### config.mk
export PLATFORM = sky130hd
export DESIGN_NAME = alarm_key_ctrl_fsm
export DESIGN_NICKNAME = d
export VERILOG_FILES = /design/src/rtl/alarm_pkg.sv /design/src/rtl/alarm_sec_timeout.sv /design/src/rtl/alarm_key_ctrl_fsm.sv
export SDC_FILE = /design/constraint.sdc
export NUM_CORES = 1
export LEC_CHECK = 0
export BUFFER_PORTS_ARGS = -buffer_cell sky130_fd_sc_hd__buf_2
export CORE_MARGIN = 8
export CORE_UTILIZATION = 35
export DETAILED_ROUTE_END_ITERATION = 10
export GPL_TIMING_DRIVEN = 0
export REMOVE_ABC_BUFFERS = 1
export SYNTH_ARGS = -nofsm -noshare
export SYNTH_HDL_FRONTEND = slang
export SYNTH_SLANG_ARGS = --single-unit
### constraint.sdc
create_clock -name clock -period 4.8 [get_ports clock]
set_input_delay 0.48 -clock clock [delete_from_list [all_inputs] [get_ports clock]]
set_output_delay 0.48 -clock clock [all_outputs]
set_load 0.02 [all_outputs]
### src/rtl/alarm_pkg.sv
// rtl/alarm_pkg.sv - shared state encoding and defaults for the alarm clock key controller
package alarm_pkg;

  typedef enum logic [2:0] {
    SHOW_TIME        = 3'd0,
    KEY_ENTRY        = 3'd1,
    KEY_STORED       = 3'd2,
    SHOW_ALARM       = 3'd3,
    SET_ALARM_TIME   = 3'd4,
    SET_CURRENT_TIME = 3'd5,
    KEY_WAITED       = 3'd6
  } state_t;

  localparam int unsigned NOKEY_DEF       = 10;
  localparam int unsigned NUM_DIGITS_DEF  = 4;
  localparam int unsigned TIMEOUT_SEC_DEF = 10;

endpackage

### src/rtl/alarm_sec_timeout.sv
// rtl/alarm_sec_timeout.sv - saturating seconds counter that flags entry inactivity
module alarm_sec_timeout #(
  parameter int unsigned TIMEOUT_SEC = alarm_pkg::TIMEOUT_SEC_DEF
) (
  input  logic clock,
  input  logic reset,
  input  logic clear,
  input  logic enable,
  input  logic tick,
  output logic time_out
);

  localparam logic [7:0] T_MAX = 8'(TIMEOUT_SEC);

  logic [7:0] sec_cnt;

  always_ff @(posedge clock or negedge reset) begin
    if (!reset) begin
      sec_cnt <= 8'd0;
    end else if (clear || !enable) begin
      sec_cnt <= 8'd0;
    end else if (tick && (sec_cnt != T_MAX)) begin
      sec_cnt <= sec_cnt + 8'd1;
    end
  end

  assign time_out = (sec_cnt == T_MAX);

endmodule

### src/rtl/alarm_key_ctrl_fsm.sv
// rtl/alarm_key_ctrl_fsm.sv - keypad entry sequencer driving the alarm clock datapath strobes
module alarm_key_ctrl_fsm
  import alarm_pkg::*;
#(
  parameter int unsigned KEY_W        = 4,
  parameter int unsigned NOKEY        = NOKEY_DEF,
  parameter int unsigned NUM_DIGITS   = NUM_DIGITS_DEF,
  parameter int unsigned TIMEOUT_SEC  = TIMEOUT_SEC_DEF,
  parameter bit          REQUIRE_FULL = 1'b1,
  localparam int unsigned CW          = $clog2(NUM_DIGITS + 1)
) (
  input  logic             clock,
  input  logic             reset,
  input  logic             one_second,
  input  logic             time_button,
  input  logic             alarm_button,
  input  logic [KEY_W-1:0] key,
  output logic             shift,
  output logic             show_new_time,
  output logic             show_a,
  output logic             load_new_a,
  output logic             load_new_c,
  output logic             reset_count,
  output logic [CW-1:0]    digit_count
);

  localparam logic [KEY_W-1:0] NOKEY_CODE = KEY_W'(NOKEY);
  localparam logic [CW-1:0]    FULL_CNT   = CW'(NUM_DIGITS);

  state_t state, next_state;
  logic   time_out;
  logic   key_down;
  logic   commit_ok;

  assign key_down  = (key != NOKEY_CODE);
  assign commit_ok = REQUIRE_FULL ? (digit_count == FULL_CNT) : (digit_count != '0);

  always_ff @(posedge clock or negedge reset) begin
    if (!reset) begin
      state <= SHOW_TIME;
    end else begin
      state <= next_state;
    end
  end

  // Count is cleared on the edge that returns to SHOW_TIME, so aborts and commits share one path.
  always_ff @(posedge clock or negedge reset) begin
    if (!reset) begin
      digit_count <= '0;
    end else if (next_state == SHOW_TIME) begin
      digit_count <= '0;
    end else if (state == KEY_STORED) begin
      digit_count <= digit_count + CW'(1);
    end
  end

  always_comb begin
    next_state = SHOW_TIME;
    unique case (state)
      SHOW_TIME: begin
        if (alarm_button)  next_state = SHOW_ALARM;
        else if (key_down) next_state = KEY_STORED;
        else               next_state = SHOW_TIME;
      end
      KEY_STORED: next_state = KEY_WAITED;
      KEY_WAITED: begin
        if (!key_down)     next_state = KEY_ENTRY;
        else if (time_out) next_state = SHOW_TIME;
        else               next_state = KEY_WAITED;
      end
      KEY_ENTRY: begin
        if (alarm_button && commit_ok)                next_state = SET_ALARM_TIME;
        else if (time_button && commit_ok)            next_state = SET_CURRENT_TIME;
        else if (time_out)                            next_state = SHOW_TIME;
        else if (key_down && (digit_count < FULL_CNT)) next_state = KEY_STORED;
        else                                          next_state = KEY_ENTRY;
      end
      SHOW_ALARM:       next_state = alarm_button ? SHOW_ALARM : SHOW_TIME;
      SET_ALARM_TIME:   next_state = SHOW_TIME;
      SET_CURRENT_TIME: next_state = SHOW_TIME;
      default:          next_state = SHOW_TIME;
    endcase
  end

  always_comb begin
    shift         = 1'b0;
    show_new_time = 1'b0;
    show_a        = 1'b0;
    load_new_a    = 1'b0;
    load_new_c    = 1'b0;
    reset_count   = 1'b0;
    unique case (state)
      KEY_STORED: begin
        shift         = 1'b1;
        show_new_time = 1'b1;
      end
      KEY_WAITED:       show_new_time = 1'b1;
      KEY_ENTRY:        show_new_time = 1'b1;
      SHOW_ALARM:       show_a        = 1'b1;
      SET_ALARM_TIME:   load_new_a    = 1'b1;
      SET_CURRENT_TIME: begin
        load_new_c  = 1'b1;
        reset_count = 1'b1;
      end
      default: ;
    endcase
  end

  alarm_sec_timeout #(
    .TIMEOUT_SEC(TIMEOUT_SEC)
  ) u_sec_timeout (
    .clock   (clock),
    .reset   (reset),
    .clear   (next_state != state),
    .enable  ((state == KEY_WAITED) || (state == KEY_ENTRY)),
    .tick    (one_second),
    .time_out(time_out)
  );

endmodule
======== Yosys cells after proc, flatten, opt, wreduce, memory -nomap -nowiden ========
Index checks and enable logic that the tools add are counted.
word-level totals
  word-level logic and storage cells ...... 48
  register bits after elaboration ......... 14
  input bits .............................. 9
  output and inout bits ................... 9
cells by class
  reductions and logical operators ........ 12
  add/sub/neg operators ................... 2
  magnitude comparators ................... 1
  multiplexer cells ....................... 19
  equal/unequal tests ..................... 11
operators with widths
  cell                                                                      number
  3-bit 2-to-1 mux                                                          6
  8-bit 2-to-1 mux                                                          2
  3-bit one-hot mux with 5 select lines                                     1
  3-bit == test (second input constant)                                     4
  2-bit 2-to-1 mux                                                          5
  8-bit by 1-bit adder with 8-bit output (second input constant)            1
  8-bit by 4-bit == test with 1-bit output (second input constant)          1
  8-bit by 4-bit inequality test with 1-bit output (second input constant)  1
  3-bit by 2-bit == test with 1-bit output (second input constant)          2
  3-bit logical NOT                                                         2
  1-bit 2-to-1 mux                                                          5
  1-bit logical AND                                                         4
  4-bit inequality test (second input constant)                             1
  2-bit nonzero test                                                        2
  3-bit by 1-bit adder with 3-bit output (second input constant)            1
  3-bit by 1-bit == test with 1-bit output (second input constant)          1
  3-bit < comparator (second input constant)                                1
  3-bit inequality test                                                     1
  3-bit OR reduction                                                        1
  1-bit logical OR                                                          2
  1-bit logical NOT                                                         1

======== Longest topological paths before layout ========
  depth after elaboration ................. 10
  gate-level depth with buffers ........... 6
  mapped depth without buffers ............ 6

======== Cells and area by module ========
A second synthesis with hierarchy kept.
second synthesis, totals
  cell total of the unflattened synthesis .. 115
  area, all modules ....................... 1038.5 sq um
by module, submodules not included
  module              instances  area each (sq um)  cells each  sequential area each (sq um)
  alarm_key_ctrl_fsm  1          583.1              68          150.1
  alarm_sec_timeout   1          455.4              47          200.2

======== Worst setup path before layout ========
OpenSTA, ideal clock, no wires.
  kind .................................... input to register
  from .................................... in key[0]
  to ...................................... reg u_sec_timeout.sec_cnt[1]
  buffers on the path ..................... 1
  slack ................................... 3102 ps
  data required time ...................... 4704 ps
  stages .................................. 5
  arrival time ............................ 1602 ps
  library setup time ...................... 96 ps
  cells stage by stage .................... nor4bb_1 clkbuf_1 a2bb2oi_1 a211oi_2 nor4_2
on the way
  cells in the longest elaborated chain, start to end .. 10
  elaborated cells on any way between the ends .. 14
  those cells by class .................... 2 x eq/ne; 9 x mux; 3 x reduce/logical
ends and longest elaborated chain
  element                                                        RTL line                   RTL
  start, declared                                                alarm_key_ctrl_fsm.sv:17   input logic [KEY_W-1:0] key,
  4-bit inequality test *                                        alarm_key_ctrl_fsm.sv:35   assign key_down = (key != NOKEY_CODE);
  1-bit logical AND                                              alarm_key_ctrl_fsm.sv:75   else if (key_down && (digit_count < FULL_CNT)) next_state = KEY_STORED;
  2-bit 2-to-1 mux                                               alarm_key_ctrl_fsm.sv:75
  2-bit 2-to-1 mux                                               alarm_key_ctrl_fsm.sv:74   else if (time_out) next_state = SHOW_TIME;
  3-bit 2-to-1 mux                                               alarm_key_ctrl_fsm.sv:73   else if (time_button && commit_ok) next_state = SET_CURRENT_TIME;
  3-bit 2-to-1 mux                                               alarm_key_ctrl_fsm.sv:72   if (alarm_button && commit_ok) next_state = SET_ALARM_TIME;
  3-bit one-hot mux with 5 select lines *                        alarm_key_ctrl_fsm.sv:59   unique case (state)
  3-bit inequality test *                                        alarm_key_ctrl_fsm.sv:114  .clear (next_state != state),
  1-bit logical OR *                                             alarm_sec_timeout.sv:20    end else if (clear || !enable) begin
  8-bit 2-to-1 mux / 2-bit nonzero test (equally long branches)  -
  end signal, assigned                                           alarm_sec_timeout.sv:23    sec_cnt <= sec_cnt + 8'd1;
  end, declared                                                  alarm_sec_timeout.sv:15    logic [7:0] sec_cnt;
Mark *: on every way between the ends. The rest lies on a longest branch, timed or not.
A chain may end at the register's enable or synchronous reset.

======== Worst setup path in the final report ========
  from .................................... in key[0]
  to ...................................... reg u_sec_timeout.sec_cnt[6]
Same word-level chain as after synthesis.

==> run metrics <==
Worst-path clk slew=0.08 ns; max frequency=0.443 GHz; Clock Latency Late Sink=0.27 ns; CTS sink cnt=14; most common cell after layout, fill and taps aside=buf_2; Post-synth EDFFs=0; Worst setup SP type=input pin; Top Ports=18; Core Footprint=2730 µm²; skew final=0.00456 ns; CP startpoint=key[0]; initial cell density of the core=36.8%; PostCTS Resize Cnt=0; cell count after synthesis=109; CTS H-Tree Depth=1; Cell Area, Synth=1010 µm²; Post-Place Worst Slack=2.27 ns; Max-Cap Viols=0; largest area contributor in the netlist=dfrtp_1; hpwl dp=1680 µm; setup_tns=0 ns; DIE AREA=4850 µm²; port bufs=17; number of antenna-violating nets in the routed design=0; Tot GR Track Use=8.92%; final net count=138; top cells by area, synth=dfrtp_1 35%, ha_1 5.0%, xnor2_1 4.4%, nor3_1 4.0%, a211oi_1 3.7%; status=finished clean; final wirelength=2130 µm; Final Hold Violating Endpoints=0; Routed wire per std cell=13.9 µm; fin worst setup slack=2.54 ns; Reg2Reg Launch Point=u_sec_timeout.sec_cnt[4]; Clock Root Buffer=clkbuf_4; Worst Max-Slew Pin Slew=1.03 ns; vias in the first global route=873; filler instances=271; Post-CTS Repair Setup Buffers=0; Yosys reg bits=14; ys flop type=dfrtp_1; Cell variety after synth=40; DIE WIDTH=69.6 µm; Final setup viols=0; gpl congestion=0.795; DR vias=868; Worst Path Required=4.93 ns; crit path kind=in -> reg; largest net degree at the start of global routing=15; Starting DRT DRC Count=53; fraction of layout cells with a size suffix above 1=22.8%; row cnt=19; CTS tree=built; Syn. warnings=0; sequential share of the synthesized area=34.8%; RSZ-0062 raised after global routing=false; initial antenna violation count=0; Residual DRC=0; Longest Clk Path Bufs=2; most frequent cells in the layout=17 x buf_2, 14 x dfrtp_1, 9 x nand2_1; chip height=69.6 µm; DRT Pass-1 Iters=4; CTS Buf Count=3; pwr/cell area=448 nW/µm²; ys async rst share=100%; maximum VDD drop=0.173 mV; Area growth, synth to finish=11.7%; Max-slew headroom=30.1%; # diodes=0; average size of a mapped cell=9.23 µm²; first-pass GRT wire length=3810 µm; GR Overflow Total=0; critical path arrival=2.39 ns; LEAKAGE=0.000476 µW; share of the synthesized area in the top cell type=34.8%; Tmin final=2.26 ns; critical-path maximum fanout=8; crit path capture type=flop; CTS Hold Bufs=0; period utilization=47.0%; Hold Crit Class=in -> async; pins over their slew limit=0; Vias/cell=5.64
## final timing paths
kind	to	slack (ns)	depth (start not counted)
setup reg to reg	u_sec_timeout.sec_cnt[6]	2.88	4
hold reg to reg	u_sec_timeout.sec_cnt[7]	0.61	2
min in group clock	u_sec_timeout.sec_cnt[1]	0.58	3
setup / recovery	u_sec_timeout.sec_cnt[6]	2.54	5
hold / removal	u_sec_timeout.sec_cnt[4]	0.08	1
max in group asynchronous	digit_count[1]	4.49	1
## critical path, cell delays in order
cell,delay (ns)
buf_2,0.10
nor4bb_1,0.88
a221oi_1,0.23
a211oi_2,0.55
nor3_1,0.14
## through the flow
step / power (µW) / hold WS (ns) / cell area [µm²] / cells / utilization (%)
2_1_floorplan: 370 / 0.184 / 977 / 103 / -
3_3_place_gp: 438 / 0.385 / 1100 / 151 / 40.3
3_5_place_dp: 445 / 0.387 / 1100 / 151 / 40.3
4_1_cts: 508 / 0.0900 / 1120 / 154 / 41.1
5_1_grt: 544 / 0.100 / 1120 / 154 / 41.1
6_report: 503 / 0.0813 / 1120 / 154 / 41.1
## layout make-up
type | instances | area [µm²] | share of cell area, %
clock buffers | 3 | 22.5 | 2.00
well taps | 31 | 38.8 | 3.45
inverters | 6 | 22.5 | 2.00
multi-input cells | 83 | 604 | 53.8
repair buffers | 17 | 85.1 | 7.57
flip-flops and latches | 14 | 350 | 31.2
## logic make-up (layout without fill, tap and decap cells)
logic type               after synthesis  after routing  share of synthesized area [%]
AND/OR/NAND/NOR                       45             45                           28.6
XOR/XNOR                               9              9                           7.84
AO/OA/AOI/OAI                         24             24                           17.7
adder cells (fa/ha/maj)                4              4                           4.98
flip-flops                            14             14                           34.8
multiplexers                           1              1                          0.995
buffers and inverters                 12             26                           5.10
## metal layers
layer	routed length, µm	part of all wire, %	vias up	GRT usage [%]
li1	-	-	430	-
met1	955	45	425	10.3
met2	1080	50	11	16.0
met3	90	4.2	2	1.72
met4	10	0.47	0	2.68
met5	0	0	-	0
## Yosys cell counts (2+ instances only)
cell,number
a21oi_1,3
nand4_1,2
o21ai_0,2
xor2_1,4
o22ai_1,2
ha_1,4
nor3b_1,2
nor3_1,8
a211oi_1,5
nor2_1,5
and3b_1,2
clkbuf_1,3
nor4_2,3
o211ai_2,2
dfrtp_1,14
nand2_1,9
buf_2,2
inv_1,6
nand2b_1,2
a31oi_1,4
xnor2_1,5
nand3b_1,2
## report_power, final
| part | internal (µW) | switching, µW | total [µW] |
|---|---|---|---|
| clock network | 29.0 | 33.9 | 62.9 |
| registers | 142 | 49.0 | 191 |
| logic | 99.4 | 150 | 249 |
| total | 271 | 233 | 503 |
## flip-flops by register name, summed over array words and instances, names as in the netlist
register	count
u_sec_timeout.sec_cnt	8
state	3
digit_count	3
Power figures use the tool's default switching activity.
